File: src/rtl/cofre_pkg.sv
// cofre_pkg: shared state encoding for the cofre safe-lock controller family.
// The 3-bit codes are what the display logic decodes. 100 and 101 are unused.
package cofre_pkg;

  localparam int STATE_W = 3;

  localparam logic [STATE_W-1:0] ST_OPEN    = 3'b000;
  localparam logic [STATE_W-1:0] ST_ARM_N   = 3'b001;
  localparam logic [STATE_W-1:0] ST_ARM_R   = 3'b010;
  localparam logic [STATE_W-1:0] ST_ENTRY   = 3'b011;
  localparam logic [STATE_W-1:0] ST_BLOCKED = 3'b110;
  localparam logic [STATE_W-1:0] ST_EMERG   = 3'b111;

  typedef enum logic [STATE_W-1:0] {
    S_OPEN    = ST_OPEN,
    S_ARM_N   = ST_ARM_N,
    S_ARM_R   = ST_ARM_R,
    S_ENTRY   = ST_ENTRY,
    S_BLOCKED = ST_BLOCKED,
    S_EMERG   = ST_EMERG
  } cofre_state_t;

  // The door pin is released only while open or in emergency.
  function automatic logic is_unlocked(input cofre_state_t s);
    return (s == S_OPEN) || (s == S_EMERG);
  endfunction

endpackage

File: src/rtl/cofre_btn_sync.sv
// cofre_btn_sync: 2-flop synchroniser for an asynchronous level input plus a
// one-cycle pulse on each synchronised 1->0 transition.
// RESET_VAL is the idle level, so reset never produces a spurious pulse.
module cofre_btn_sync #(
  parameter logic RESET_VAL = 1'b1
) (
  input  logic clk,
  input  logic reset_n,
  input  logic async_in,
  output logic level,
  output logic fall
);

  logic sync1_r;
  logic sync2_r;
  logic hist_r;

  // Two metastability stages, then one history flop for edge detection
  always_ff @(posedge clk or negedge reset_n) begin
    if (!reset_n) begin
      sync1_r <= RESET_VAL;
      sync2_r <= RESET_VAL;
      hist_r  <= RESET_VAL;
    end else begin
      sync1_r <= async_in;
      sync2_r <= sync1_r;
      hist_r  <= sync2_r;
    end
  end

  assign level = sync2_r;
  assign fall  = hist_r & ~sync2_r;

endmodule

File: src/rtl/cofre_ctrl_param.sv
// cofre_ctrl_param: parametrised safe-lock controller.
// Handles multi-digit password entry and programming, an attempt budget, and a
// timed lockout that releases automatically.
// Optional feature: define COFRE_AUTO_RELOCK_EN to relock the door after
// RELOCK_CYCLES idle cycles in OPEN. It is disabled by default.
module cofre_ctrl_param
  import cofre_pkg::*;
#(
  parameter int DIGIT_W       = 4,
  parameter int N_DIGITS      = 4,
  parameter int MAX_TRIES     = 3,
  parameter int LOCK_CYCLES   = 1024,
  parameter int RELOCK_CYCLES = 4096
) (
  input  logic                           clk,
  input  logic                           reset_n,
  input  logic                           mode_normal,
  input  logic                           enter_n,
  input  logic [DIGIT_W-1:0]             digit,
  input  logic                           saf,
  input  logic                           emerg,
  input  logic                           set_pw,
  output logic [STATE_W-1:0]             state,
  output logic [STATE_W-1:0]             prev_state,
  output logic                           door_locked,
  output logic [$clog2(MAX_TRIES+1)-1:0] tries_left,
  output logic [DIGIT_W*N_DIGITS-1:0]    stored_pw
);

  localparam int PW_W        = DIGIT_W * N_DIGITS;
  localparam int TW          = $clog2(MAX_TRIES + 1);
  localparam int DW          = $clog2(N_DIGITS + 1);
  localparam int LOCK_LAST   = (LOCK_CYCLES > 0) ? LOCK_CYCLES - 1 : 0;
  localparam int LCW         = (LOCK_LAST > 0) ? $clog2(LOCK_LAST + 1) : 1;
  localparam bit LOCK_AUTO   = (LOCK_CYCLES > 0);
  localparam int RELOCK_LAST = (RELOCK_CYCLES > 0) ? RELOCK_CYCLES - 1 : 0;

  // Registers
  cofre_state_t    state_r;
  cofre_state_t    prev_state_r;
  logic [TW-1:0]   tries_r;
  logic [DW-1:0]   dcnt_r;
  logic [PW_W-1:0] pbuf_r;
  logic [PW_W-1:0] ebuf_r;
  logic [PW_W-1:0] stored_pw_r;
  logic [LCW-1:0]  lock_cnt_r;
  logic            mode_prev_r;

  // Next-state values
  cofre_state_t    state_nxt_s;
  cofre_state_t    prev_nxt_s;
  logic [TW-1:0]   tries_nxt_s;
  logic [DW-1:0]   dcnt_nxt_s;
  logic [PW_W-1:0] pbuf_nxt_s;
  logic [PW_W-1:0] ebuf_nxt_s;
  logic [PW_W-1:0] pw_nxt_s;
  logic [LCW-1:0]  lock_nxt_s;

  // Synchronised inputs and derived events
  logic            press_s;
  logic            mode_s;
  logic            mode_rise_s;
  logic            mode_fall_s;
  logic            enter_lvl_unused_s;
  logic            mode_fall_unused_s;
  logic            relock_s;

  // Shared datapath terms
  logic [DW-1:0]   dcnt_inc_s;
  logic            digits_done_s;
  logic [PW_W-1:0] pbuf_shift_s;
  logic [PW_W-1:0] ebuf_shift_s;

  cofre_btn_sync #(.RESET_VAL(1'b1)) u_enter_sync (
    .clk      (clk),
    .reset_n  (reset_n),
    .async_in (enter_n),
    .level    (enter_lvl_unused_s),
    .fall     (press_s)
  );

  cofre_btn_sync #(.RESET_VAL(1'b0)) u_mode_sync (
    .clk      (clk),
    .reset_n  (reset_n),
    .async_in (mode_normal),
    .level    (mode_s),
    .fall     (mode_fall_unused_s)
  );

  // A mode change is an edge of the synchronised level. The reset-time 0->1
  // settling in ARM_N therefore is not a change to remote mode.
  assign mode_rise_s = mode_s & ~mode_prev_r;
  assign mode_fall_s = ~mode_s & mode_prev_r;

  // Digits shift in MSB first. The cast keeps the low PW_W bits.
  assign dcnt_inc_s    = dcnt_r + DW'(1);
  assign digits_done_s = (dcnt_inc_s == DW'(N_DIGITS));
  assign pbuf_shift_s  = PW_W'({pbuf_r, digit});
  assign ebuf_shift_s  = PW_W'({ebuf_r, digit});

`ifdef COFRE_AUTO_RELOCK_EN
  localparam int IW = (RELOCK_LAST > 0) ? $clog2(RELOCK_LAST + 1) : 1;
  logic [IW-1:0] idle_cnt_r;

  assign relock_s = (state_r == S_OPEN) && (idle_cnt_r == IW'(RELOCK_LAST));

  // Idle timer: counts OPEN cycles without a press; any press, relock or exit restarts it
  always_ff @(posedge clk or negedge reset_n) begin
    if (!reset_n) begin
      idle_cnt_r <= '0;
    end else if ((state_r != S_OPEN) || press_s || relock_s) begin
      idle_cnt_r <= '0;
    end else begin
      idle_cnt_r <= idle_cnt_r + IW'(1);
    end
  end
`else
  logic relock_cfg_unused_s;
  assign relock_s            = 1'b0;
  assign relock_cfg_unused_s = (RELOCK_LAST == 0);
`endif

  // Next-state and datapath decode for every state
  always_comb begin
    state_nxt_s = state_r;
    prev_nxt_s  = prev_state_r;
    tries_nxt_s = tries_r;
    dcnt_nxt_s  = dcnt_r;
    pbuf_nxt_s  = pbuf_r;
    ebuf_nxt_s  = ebuf_r;
    pw_nxt_s    = stored_pw_r;
    lock_nxt_s  = '0;
    case (state_r)
      S_OPEN: begin
        if (press_s && set_pw) begin
          if (digits_done_s) begin
            pw_nxt_s   = pbuf_shift_s;
            pbuf_nxt_s = '0;
            dcnt_nxt_s = '0;
          end else begin
            pbuf_nxt_s = pbuf_shift_s;
            dcnt_nxt_s = dcnt_inc_s;
          end
        end else if (press_s || relock_s) begin
          // Leaving OPEN drops any half-programmed code
          pbuf_nxt_s  = '0;
          dcnt_nxt_s  = '0;
          state_nxt_s = mode_s ? S_ARM_N : S_ARM_R;
        end else begin
          state_nxt_s = S_OPEN;
        end
      end
      S_ARM_N: begin
        if (mode_fall_s) begin
          state_nxt_s = S_ARM_R;
          prev_nxt_s  = S_ARM_N;
        end else if (press_s) begin
          // This press only arms entry; its digit is not consumed
          state_nxt_s = S_ENTRY;
          prev_nxt_s  = S_ARM_N;
          ebuf_nxt_s  = '0;
          dcnt_nxt_s  = '0;
        end else begin
          state_nxt_s = S_ARM_N;
        end
      end
      S_ARM_R: begin
        if (mode_rise_s) begin
          state_nxt_s = S_ARM_N;
          prev_nxt_s  = S_ARM_R;
        end else if (press_s && saf) begin
          state_nxt_s = S_OPEN;
          prev_nxt_s  = S_ARM_R;
          dcnt_nxt_s  = '0;
          pbuf_nxt_s  = '0;
        end else begin
          state_nxt_s = S_ARM_R;
        end
      end
      S_ENTRY: begin
        if (press_s) begin
          if (!digits_done_s) begin
            ebuf_nxt_s = ebuf_shift_s;
            dcnt_nxt_s = dcnt_inc_s;
          end else if (ebuf_shift_s == stored_pw_r) begin
            state_nxt_s = S_OPEN;
            tries_nxt_s = TW'(MAX_TRIES);
            ebuf_nxt_s  = '0;
            dcnt_nxt_s  = '0;
            pbuf_nxt_s  = '0;
          end else if (tries_r > TW'(1)) begin
            tries_nxt_s = tries_r - TW'(1);
            ebuf_nxt_s  = '0;
            dcnt_nxt_s  = '0;
          end else begin
            tries_nxt_s = '0;
            state_nxt_s = S_BLOCKED;
            ebuf_nxt_s  = '0;
            dcnt_nxt_s  = '0;
          end
        end else begin
          state_nxt_s = S_ENTRY;
        end
      end
      S_BLOCKED: begin
        if (emerg) begin
          state_nxt_s = S_EMERG;
        end else if (LOCK_AUTO && (lock_cnt_r == LCW'(LOCK_LAST))) begin
          state_nxt_s = S_ENTRY;
          tries_nxt_s = TW'(MAX_TRIES);
          ebuf_nxt_s  = '0;
          dcnt_nxt_s  = '0;
        end else if (LOCK_AUTO) begin
          lock_nxt_s = lock_cnt_r + LCW'(1);
        end else begin
          lock_nxt_s = lock_cnt_r;
        end
      end
      S_EMERG: begin
        state_nxt_s = S_EMERG;
      end
      default: begin
        state_nxt_s = S_OPEN;
        dcnt_nxt_s  = '0;
        pbuf_nxt_s  = '0;
        ebuf_nxt_s  = '0;
      end
    endcase
  end

  // State, attempt budget, buffers, counters and stored code registers
  always_ff @(posedge clk or negedge reset_n) begin
    if (!reset_n) begin
      state_r      <= S_ARM_N;
      prev_state_r <= S_ARM_N;
      tries_r      <= TW'(MAX_TRIES);
      dcnt_r       <= '0;
      pbuf_r       <= '0;
      ebuf_r       <= '0;
      stored_pw_r  <= '0;
      lock_cnt_r   <= '0;
      mode_prev_r  <= 1'b0;
    end else begin
      state_r      <= state_nxt_s;
      prev_state_r <= prev_nxt_s;
      tries_r      <= tries_nxt_s;
      dcnt_r       <= dcnt_nxt_s;
      pbuf_r       <= pbuf_nxt_s;
      ebuf_r       <= ebuf_nxt_s;
      stored_pw_r  <= pw_nxt_s;
      lock_cnt_r   <= lock_nxt_s;
      mode_prev_r  <= mode_s;
    end
  end

  assign state       = state_r;
  assign prev_state  = prev_state_r;
  assign tries_left  = tries_r;
  assign stored_pw   = stored_pw_r;
  assign door_locked = ~is_unlocked(state_r);

endmodule

File: config.mk
export PLATFORM = sky130hd
export DESIGN_NAME = cofre_ctrl_param
export DESIGN_NICKNAME = d
export VERILOG_FILES = /design/src/rtl/cofre_pkg.sv /design/src/rtl/cofre_btn_sync.sv /design/src/rtl/cofre_ctrl_param.sv
export SDC_FILE = /design/constraint.sdc
export NUM_CORES = 1
export LEC_CHECK = 0
export CORE_ASPECT_RATIO = 1.2
export CORE_UTILIZATION = 55
export DETAILED_ROUTE_END_ITERATION = 8
export DONT_BUFFER_PORTS = 1
export PLACE_DENSITY_LB_ADDON = 0.15
export SYNTH_ARGS = -nofsm -noshare
export SYNTH_HDL_FRONTEND = slang
export SYNTH_SLANG_ARGS = --single-unit
File: constraint.sdc
create_clock -name clk -period 2.8 [get_ports clk]
set_clock_uncertainty 0.2 [all_clocks]
set_input_delay 0.42 -clock clk [delete_from_list [all_inputs] [get_ports clk]]
set_output_delay 0.42 -clock clk [all_outputs]
set_load 0.01 [all_outputs]
==> results.py, run 1 <==
metrics = {
    "run_status": {
        "run_status": "finished clean",
    },
    "final_layout": {
        "num_antenna_cells": 0,
        "fillers": 468,
        "area_delta_synth_final_pct": 12.20,
        "nNetsFinal": 339,
        "drive_gt1_share_pct": 16.06,
    },
    "floorplanning": {
        "core_area_um2": 5781,
        "start_util_pct": 58.03,
        "die_h_um": 87.55,
        "ios": 36,
        "row_count": 30,
        "die_w_um": 73.29,
        "die-area_um2": 6417,
    },
    "clocking": {
        "clkTransAtPathRegs_ps": 70,
        "htree_levels": 3,
        "clock-sinks": 66,
        "ctsResizeCount": 0,
        "root_buffer": "clkbuf_8",
        "cts_setup_buffers": 0,
        "holdBufCountCts": 6,
        "clockBufferDepth": 2,
        "tritoncts": "yes",
        "clock_latency_ps": 350,
        "cts_buffers": 9,
    },
    "sta": {
        "fmax_ghz": 0.4140,
        "tns_ps": 0,
        "grt_setup_unrepaired": "false",
        "period_needed_ps": 2415,
        "worstMarginPinSlew_ps": 881.3,
        "setup_viol": 0,
        "slew-limit-headroom_pct": 41.12,
        "finalMaxSlewViolations": 0,
        "holdWs_ps": 14.01,
        "final_hold_viol_count": 0,
        "period_share_pct": 86.26,
    },
    "yosys": {
        "async_flop_share_pct": 100.0,
        "synth_area_leaders": "dfrtp_1, dfstp_2, xor2_1",
        "syn_nets": 331,
        "ys_seq_area_share_pct": 49.50,
        "yosys.area.top_type": "dfrtp_1",
        "synth_area_per_cell_um2": 10.58,
        "yosys-top-cells-count": "dfrtp_1, nand2_1, xor2_1, inv_1, o21ai_0",
        "yosysWarnings": 0,
        "synth_area_um2": 3354,
        "synthCells": 317,
        "synth_most_common_cell": "dfrtp_1",
        "synth_cell_types": 58,
        "ys.flop_type": "dfrtp_1",
        "yosysTopAreaCellShare_pct": 44.01,
        "ys_ff_latch": 66,
        "synth-edff-count": 0,
    },
    "critical_path": {
        "cp.required_ps": 2860,
        "crit_path_max_incr_delay_ps": 750,
        "critPathMaxFanout": 12,
        "critPathLaunchType": "flip-flop",
        "crit_arrival_ps": 2480,
        "path_cells": "nand2b_1 -> nor4_4 -> nor2b_1 -> a22oi_1 -> o21ai_0",
        "end_kind": "flip-flop",
        "cpMaxStageDelayCell": "nor2b_1",
        "crit_type": "reg2reg",
    },
    "route": {
        "drt-pass1-iter-count": 4,
        "routed_wl_um": 7001,
        "drt_iter0_drc": 155,
        "ant_nets": 0,
        "drc": 0,
        "avgViaCountPerCell": 5.749,
        "wire_per_inst_um": 17.08,
        "vias": 2357,
    },
    "pwr": {
        "ir_worst_vdd_v": 0.0005441,
        "p_leak_nw": 1.787,
        "power_density_nw_per_um2": 982.4,
    },
    "placed_design": {
        "gp_congestion": 0.9222,
        "numPortBuffers": 0,
        "hpwl_um": 4715,
    },
    "grt": {
        "grt_start_max_net_pins": 67,
        "grt_pass1_wl_um": 11930,
        "antenna_found_initial": 0,
        "first_global_vias": 2422,
        "track_usage_pct": 25.22,
        "grt_overflow": 0,
    },
    "run": {
        "cap_viol_max_count": 0,
    },
    "hold_path": {
        "hold_class": "in2reg",
    },
}
[through the flow]
stage | power, mW | instance area [µm²] | cells | setup WS (ps) | util (%)
2_1_floorplan | 2.357 | 3354 | 317 | 702.7 | -
3_3_place_gp | 2.576 | 3412 | 388 | 431.7 | 59.03
3_5_place_dp | 2.598 | 3412 | 388 | 417.4 | 59.03
4_1_cts | 3.718 | 3764 | 410 | 397.3 | 65.11
5_1_grt | 3.946 | 3764 | 410 | 118.7 | 65.11
6_report | 3.697 | 3764 | 410 | 384.7 | 65.11
[power breakdown]
| part | switching (mW) | internal (mW) |
|---|---|---|
| clock network | 0.372 | 0.709 |
| registers | 0.315 | 1.19 |
| logic | 0.615 | 0.496 |
| total | 1.30 | 2.40 |
[placed cells by master (no fill, tap or decap), types with 6 or more instances in the layout]
cell type / instances
nand3_1: 6
a22oi_1: 13
mux2i_1: 12
mux2_2: 14
o21ai_0: 20
inv_1: 20
nor2_1: 16
clkbuf_8: 10
nor2b_1: 6
dfstp_2: 7
xor2_1: 21
nand2_1: 39
dfrtp_1: 59
[final timing paths]
check | startpoint | to | slack, ps | cells past startpoint
max | u_enter_sync.hist_r$_DFF_PN1_ | pbuf_r[8]$_DFFE_PN0P_ | 380 | 5
min | digit[2] | stored_pw[2]$_DFFE_PN0P_ | 10 | 1
max reg2reg | u_enter_sync.hist_r$_DFF_PN1_ | pbuf_r[8]$_DFFE_PN0P_ | 380 | 5
min reg2reg | u_enter_sync.sync1_r$_DFF_PN1_ | u_enter_sync.level$_DFF_PN1_ | 160 | 0
max in group asynchronous | reset_n | tries_left[1]$_DFFE_PN1P_ | 1660 | 2
min in group asynchronous | reset_n | dcnt_r[1]$_DFFE_PN0P_ | 400 | 2
[cells by family after synthesis]
kind of cell / after synthesis / synth area share (%)
xor gates and xnor gates: 23 / 6.005
muxes: 30 / 9.623
and+or+nand+nor: 98 / 15.74
adders and majority gates: 3 / 1.119
DFF: 66 / 49.50
AOI/OAI and AO/OA: 63 / 13.50
buffers and inverters: 33 / 4.401
other: 1 / 0.1118
[worst max-delay path, delay by kind of cell, from the launching register on]
| family | cells | cell delay (ps) |
|---|---|---|
| simple gates | 3 | 1270 |
| compound gates | 2 | 310 |
| flops | 1 | 540 |
[flip-flops by register name, summed over array words and instances (netlist names)]
name,count
dcnt_r,3
ebuf_r,12
lock_cnt_r,10
mode_prev_r,1
pbuf_r,12
prev_state,2
state,3
stored_pw,16
tries_left,2
u_enter_sync.hist_r,1
u_enter_sync.level,1
u_enter_sync.sync1_r,1
u_mode_sync.level,1
u_mode_sync.sync1_r,1
[per-layer routing]
layer	part of all wire (%)	vias to the layer above	GRT usage (%)	wire length, µm
met2	49	61	40.40	3423
met1	43	1153	30.97	3030
met5	0	-	0	0
met4	2.3	0	10.84	160
li1	-	1127	-	-
met3	5.5	16	8.861	386
[layout make-up]
type,count,area [µm²],area share [%]
sequential,66,1660,44.12
multi-input combinational,218,1546,41.09
clock buffer,10,137.6,3.657
clock inverter,6,136.4,3.624
timing repair buffer,10,107.6,2.859
tap,80,100.1,2.660
inverter,20,75.07,1.995
Power figures use the tool's default switching activity.
==> inputs of run 2 (changes only) <==
--- a/config.mk
+++ b/config.mk
@@ -10,6 +10,7 @@
 export DETAILED_ROUTE_END_ITERATION = 8
 export DONT_BUFFER_PORTS = 1
 export PLACE_DENSITY_LB_ADDON = 0.15
+export SETUP_SLACK_MARGIN = 0.5
 export SYNTH_ARGS = -nofsm -noshare
 export SYNTH_HDL_FRONTEND = slang
 export SYNTH_SLANG_ARGS = --single-unit
==> constraint.sdc (replaced) <==
create_clock -name clk -period 2.8 [get_ports clk]
set_clock_uncertainty 0.2 [all_clocks]
set_input_delay 0.56 -clock clk [delete_from_list [all_inputs] [get_ports clk]]
set_output_delay 0.56 -clock clk [all_outputs]
set_load 0.01 [all_outputs]
==> results.py, run 2 (synthesis results as in run 1) <==
metrics = {
    "sta": {
        "setup_viol": 0,
        "final_hold_viol_count": 0,
        "worstMarginPinSlew_ps": 500.6,
        "period_needed_ps": 2230,
        "period_share_pct": 79.65,
        "grt_setup_unrepaired": "true",
        "fmax_ghz": 0.4484,
        "tns_ps": 0,
        "finalMaxSlewViolations": 0,
        "slew-limit-headroom_pct": 66.48,
    },
    "final_layout": {
        "layout.cells.most_common": "dfrtp_1",
        "fin_area_um2": 3751,
        "layout_common_cells": "dfrtp_1, nand2_1, xor2_1, inv_1, o21ai_0",
        "nNetsFinal": 340,
        "num_antenna_cells": 0,
        "area_delta_synth_final_pct": 11.82,
        "drive_gt1_share_pct": 19.34,
        "largest_reg_flops": 16,
    },
    "pwr": {
        "power_density_nw_per_um2": 962.3,
        "p_switching_mw": 1.305,
        "p_int_mw": 2.305,
        "clkPwrFrac_pct": 25.9,
        "ir_worst_vdd_v": 0.0004411,
        "pwr-share-seq_pct": 41.9,
        "p_leak_nw": 1.778,
        "pwr-share-comb_pct": 32.2,
        "switching_share_pct": 36.14,
    },
    "route": {
        "vias": 2356,
        "drc": 0,
        "ant_nets": 0,
        "drt_iter0_drc": 128,
        "routed_wl_um": 7120,
        "avgViaCountPerCell": 5.732,
        "wire_per_inst_um": 17.32,
        "drt-pass1-iter-count": 4,
    },
    "run_status": {
        "run_status": "finished clean",
    },
    "critical_path": {
        "r2r_start": "lock_cnt_r[0]$_DFF_PN0_",
        "r2r_setup_slack_ps": 610,
        "critPathMaxFanout": 20,
        "critPathBufInv": 1,
        "cp.required_ps": 2040,
        "crit_path_max_incr_delay_ps": 750,
        "cpMaxStageDelayCell": "dfstp_4",
        "end_kind": "output pin",
        "critPathTopFamily": "flip-flops",
        "crit_arrival_ps": 1470,
        "critPathLaunchType": "flip-flop",
        "crit_type": "reg2out",
        "worst_r2r_endpoint": "dcnt_r[0]$_DFFE_PN0P_",
        "r2r_cells": 7,
        "path_cells": "inv_1 -> a2bb2oi_2",
    },
    "clocking": {
        "clockBufferDepth": 2,
        "clock_latency_ps": 340,
        "clkTransAtPathRegs_ps": 70,
        "clock-sinks": 66,
        "tritoncts": "yes",
        "htree_levels": 3,
        "root_buffer": "clkbuf_8",
        "cts_buffers": 9,
    },
    "grt": {
        "use_met2_pct": 41.16,
        "grt_pass1_wl_um": 11510,
        "grt_use_met3_pct": 7.020,
        "grt_use_met1_pct": 29.38,
        "grt_start_max_net_pins": 67,
        "antenna_found_initial": 0,
        "track_usage_pct": 24.33,
        "first_global_vias": 2359,
        "grt_overflow": 0,
        "top_usage_layer": "met2",
    },
    "floorplanning": {
        "ios": 36,
        "start_util_pct": 58.03,
        "core_area_um2": 5781,
        "die-area_um2": 6417,
        "die_h_um": 87.55,
        "row_count": 30,
        "die_w_um": 73.29,
    },
    "placed_design": {
        "gp_congestion": 0.8414,
        "place_area_um2": 3420,
        "hpwl_um": 4757,
        "numPortBuffers": 0,
    },
    "run": {
        "cap_viol_max_count": 0,
    },
    "hold_path": {
        "min_to": "u_mode_sync.sync1_r$_DFF_PN0_",
        "hold_class": "in2reg",
        "hold_depth": 0,
        "hold_start": "mode_normal",
    },
}
==> run 2: cell count changes in the layout (fill, tap and decap cells not counted), sizes merged <==
cell and delta:
buf +4, bufinv -2, clkbuf +2, clkinv +1, dlygate4sd3 -3, inv -1
==> run 2: cell type report <==
cell class              count  area [µm²]
fillers                   487        2029
flip-flops and latches     66        1667
multi-input cells         218        1564
clock buffers              12       165.2
repair buffers             11       107.6
well taps                  80       100.1
inverters                  20       75.07
clock inverters             4       72.57
==> run 2: power by group through the flow <==
stage | combinational [mW] | sequential, mW | clock (mW)
2_1_floorplan | 0.974 | 1.38 | 0
3_3_place_gp | 1.06 | 1.51 | 0
3_5_place_dp | 1.09 | 1.52 | 0
4_1_cts | 1.12 | 1.51 | 0.953
5_1_grt | 1.30 | 1.55 | 0.990
6_report | 1.16 | 1.51 | 0.936
==> run 2: through the flow <==
step                      worst slack, ps  utilization (%)  hold WS [ps]  cells  power, mW
after floorplan                     702.7                -         64.41    317      2.357
after global placement              485.0            59.16         66.11    389      2.575
after detailed placement            465.9            59.16         66.09    389      2.602
after CTS                           429.7            64.05        0.2776    407      3.580
after global routing                491.1            64.89         31.31    411      3.836
final                               569.8            64.89         51.16    411      3.610
==> run 2: routing by layer <==
metal	wire [µm]	part of all wire, %	vias up
met3	385	5.4	11
met4	96	1.3	0
met2	3725	52	51
met5	0	0	-
met1	2913	41	1173
li1	-	-	1121
==> run 2: worst max-delay path by stage <==
stage	from	end	cells after the start
global route	lock_cnt_r[0]$_DFF_PN0_	state[0]$_DFFE_PN1P_	6
CTS	state[2]$_DFFE_PN0P_	door_locked	2
finish	state[0]$_DFFE_PN1P_	door_locked	2
floorplan	state[1]$_DFFE_PN0P_	dcnt_r[2]$_DFFE_PN0P_	6
global placement	state[1]$_DFFE_PN0P_	dcnt_r[2]$_DFFE_PN0P_	4
detailed placement	u_enter_sync.hist_r$_DFF_PN1_	pbuf_r[5]$_DFFE_PN0P_	5
==> run 2: what timing repair did <==
item / CTS / global route
resized for setup: 3 / 6
setup buffers: 0 / 3
pin swaps: 0 / 4
hold buffers: 2 / 1
hold endpoints to repair: 66 / 1
setup endpoints to repair: 14 / 28
==> inputs of run 3 (changes only) <==
==> constraint.sdc (replaced) <==
create_clock -name clk -period 2.14 [get_ports clk]
set_clock_uncertainty 0.2 [all_clocks]
set_input_delay 0.428 -clock clk [delete_from_list [all_inputs] [get_ports clk]]
set_output_delay 0.428 -clock clk [all_outputs]
set_load 0.01 [all_outputs]
==> results.py, run 3 (synthesis results as in run 1) <==
metrics = {
    "pwr": {
        "pwr-share-seq_pct": 34.4,
        "finalPower_mw": 5.515,
        "pwr-share-comb_pct": 45.0,
        "p_switching_mw": 2.107,
        "power_density_nw_per_um2": 1258,
        "switching_share_pct": 38.21,
        "p_int_mw": 3.407,
        "clkPwrFrac_pct": 20.6,
        "p_leak_nw": 2.042,
        "ir_worst_vdd_v": 0.0008551,
    },
    "route": {
        "drc": 0,
        "wire_per_inst_um": 20.00,
        "ant_nets": 0,
        "avgViaCountPerCell": 6.029,
        "vias": 2713,
        "drt-pass1-iter-count": 5,
        "routed_wl_um": 9002,
        "drt_iter0_drc": 418,
    },
    "grt": {
        "top_usage_layer": "met2",
        "grt_pass1_wl_um": 13300,
        "antenna_found_initial": 0,
        "grt_use_met3_pct": 6.559,
        "use_met2_pct": 48.74,
        "grt_start_max_net_pins": 67,
        "grt_overflow": 0,
        "grt_use_met1_pct": 34.22,
        "first_global_vias": 2605,
        "track_usage_pct": 28.42,
    },
    "clocking": {
        "tritoncts": "yes",
        "clock-sinks": 66,
        "holdBufCountCts": 2,
        "clock_latency_ps": 350,
        "root_buffer": "clkbuf_8",
        "cts_buffers": 9,
        "clockBufferDepth": 2,
        "htree_levels": 3,
        "clkTransAtPathRegs_ps": 70,
    },
    "critical_path": {
        "critPathMaxFanout": 6,
        "crit_path_end": "pbuf_r[9]$_DFFE_PN0P_",
        "r2r_start": "stored_pw[3]$_DFFE_PN0P_",
        "crit_arrival_ps": 2080,
        "critPathLaunchType": "flip-flop",
        "r2r_cells": 7,
        "end_kind": "flip-flop",
        "crit_type": "reg2reg",
        "worst_r2r_endpoint": "pbuf_r[9]$_DFFE_PN0P_",
        "r2r_setup_slack_ps": 80,
        "cp.required_ps": 2160,
        "cp-startpoint": "stored_pw[3]$_DFFE_PN0P_",
    },
    "sta": {
        "period_share_pct": 96.36,
        "period_needed_ps": 2062,
        "finalMaxSlewViolations": 0,
        "setup_viol": 0,
        "grt_setup_unrepaired": "true",
        "holdWs_ps": -432.4,
        "fmax_ghz": 0.4849,
        "tns_ps": 0,
        "final_hold_viol_count": 66,
    },
    "run_status": {
        "violations": "hold timing",
        "run_status": "complete, but fails checks",
    },
    "final_layout": {
        "num_antenna_cells": 0,
        "drive_gt1_share_pct": 39.19,
        "fin_area_um2": 4383,
        "layout_common_cells": "dfrtp_1, nand2_1, buf_4, xor2_1, inv_1",
        "largest_reg_flops": 16,
        "layout.cells.most_common": "dfrtp_1",
        "area_delta_synth_final_pct": 30.66,
        "nNetsFinal": 379,
        "utilization_pct": 75.82,
    },
    "floorplanning": {
        "die_h_um": 87.55,
        "row_count": 30,
        "die-area_um2": 6417,
        "die_w_um": 73.29,
        "ios": 36,
        "start_util_pct": 58.03,
        "core_area_um2": 5781,
    },
    "placed_design": {
        "gp_congestion": 0.8376,
        "numPortBuffers": 0,
        "hpwl_um": 5293,
        "place_area_um2": 3692,
    },
    "hold_path": {
        "hold_class": "in2async",
    },
    "run": {
        "cap_viol_max_count": 0,
    },
}
run 3: cell types whose count changed in the layout (fill, tap and decap cells not counted), sizes merged:
cell | before | now
buf | 9 | 46
clkinv | 1 | 3
inv | 20 | 19
nand2 | 41 | 42
run 3: worst min-delay path by stage:
stage	from	end	slack (ps)
6_report	reset_n	u_mode_sync.level$_DFF_PN0_	-430
5_1_grt	reset_n	state[2]$_DFFE_PN0P_	-450
4_1_cts	reset_n	lock_cnt_r[8]$_DFF_PN0_	-440
3_5_place_dp	reset_n	u_mode_sync.level$_DFF_PN0_	-70
3_3_place_gp	reset_n	mode_prev_r$_DFF_PN0_	-70
2_1_floorplan	reset_n	dcnt_r[0]$_DFFE_PN0P_	-70
run 3: metal layers:
metal  part of all wire [%]  vias up
li1                       -     1208
met1                     39     1370
met2                     53      112
met3                    5.3       23
met4                    2.6        0
met5                      0        -
run 3: through the flow:
| stage | std cells | setup slack (ps) |
|---|---|---|
| floorplan | 317 | 167.2 |
| global placement | 407 | 125.1 |
| detailed placement | 407 | 74.12 |
| CTS | 438 | 133.9 |
| global route | 450 | 42.41 |
| finish | 450 | 77.82 |
run 3: worst max-delay path, stage by stage (launching register included):
cell       delay (ps)
dfrtp_1           450
xor2_1            210
nor4_2            340
nand4_1           130
buf_4             180
nor2_4            170
clkbuf_16         190
o21ai_1            70
run 3: final cells by class:
class                      count  area, µm²
inverter                      20      78.83
clock buffer                  11      131.4
multi-input combinational    219       1862
clock inverter                 5      78.83
sequential                    66       1664
tap                           80      100.1
timing repair buffer          49      467.9
fill                         405       1398
run 3: power by group through the flow:
stage / Combinational (mW) / Sequential, mW / Clock (mW)
2_1_floorplan: 1.46 / 1.82 / 0
3_3_place_gp: 1.71 / 1.91 / 0
3_5_place_dp: 1.77 / 1.92 / 0
4_1_cts: 2.11 / 1.87 / 1.15
5_1_grt: 2.65 / 1.93 / 1.21
6_report: 2.48 / 1.90 / 1.14
run 3: what timing repair did:
item / CTS / global route
gates cloned: 2 / 2
pin swaps: 8 / 18
gates resized for setup: 22 / 37
setup buffers: 11 / 10
hold endpoints to repair: 68 / 66
setup endpoints to repair: 57 / 61
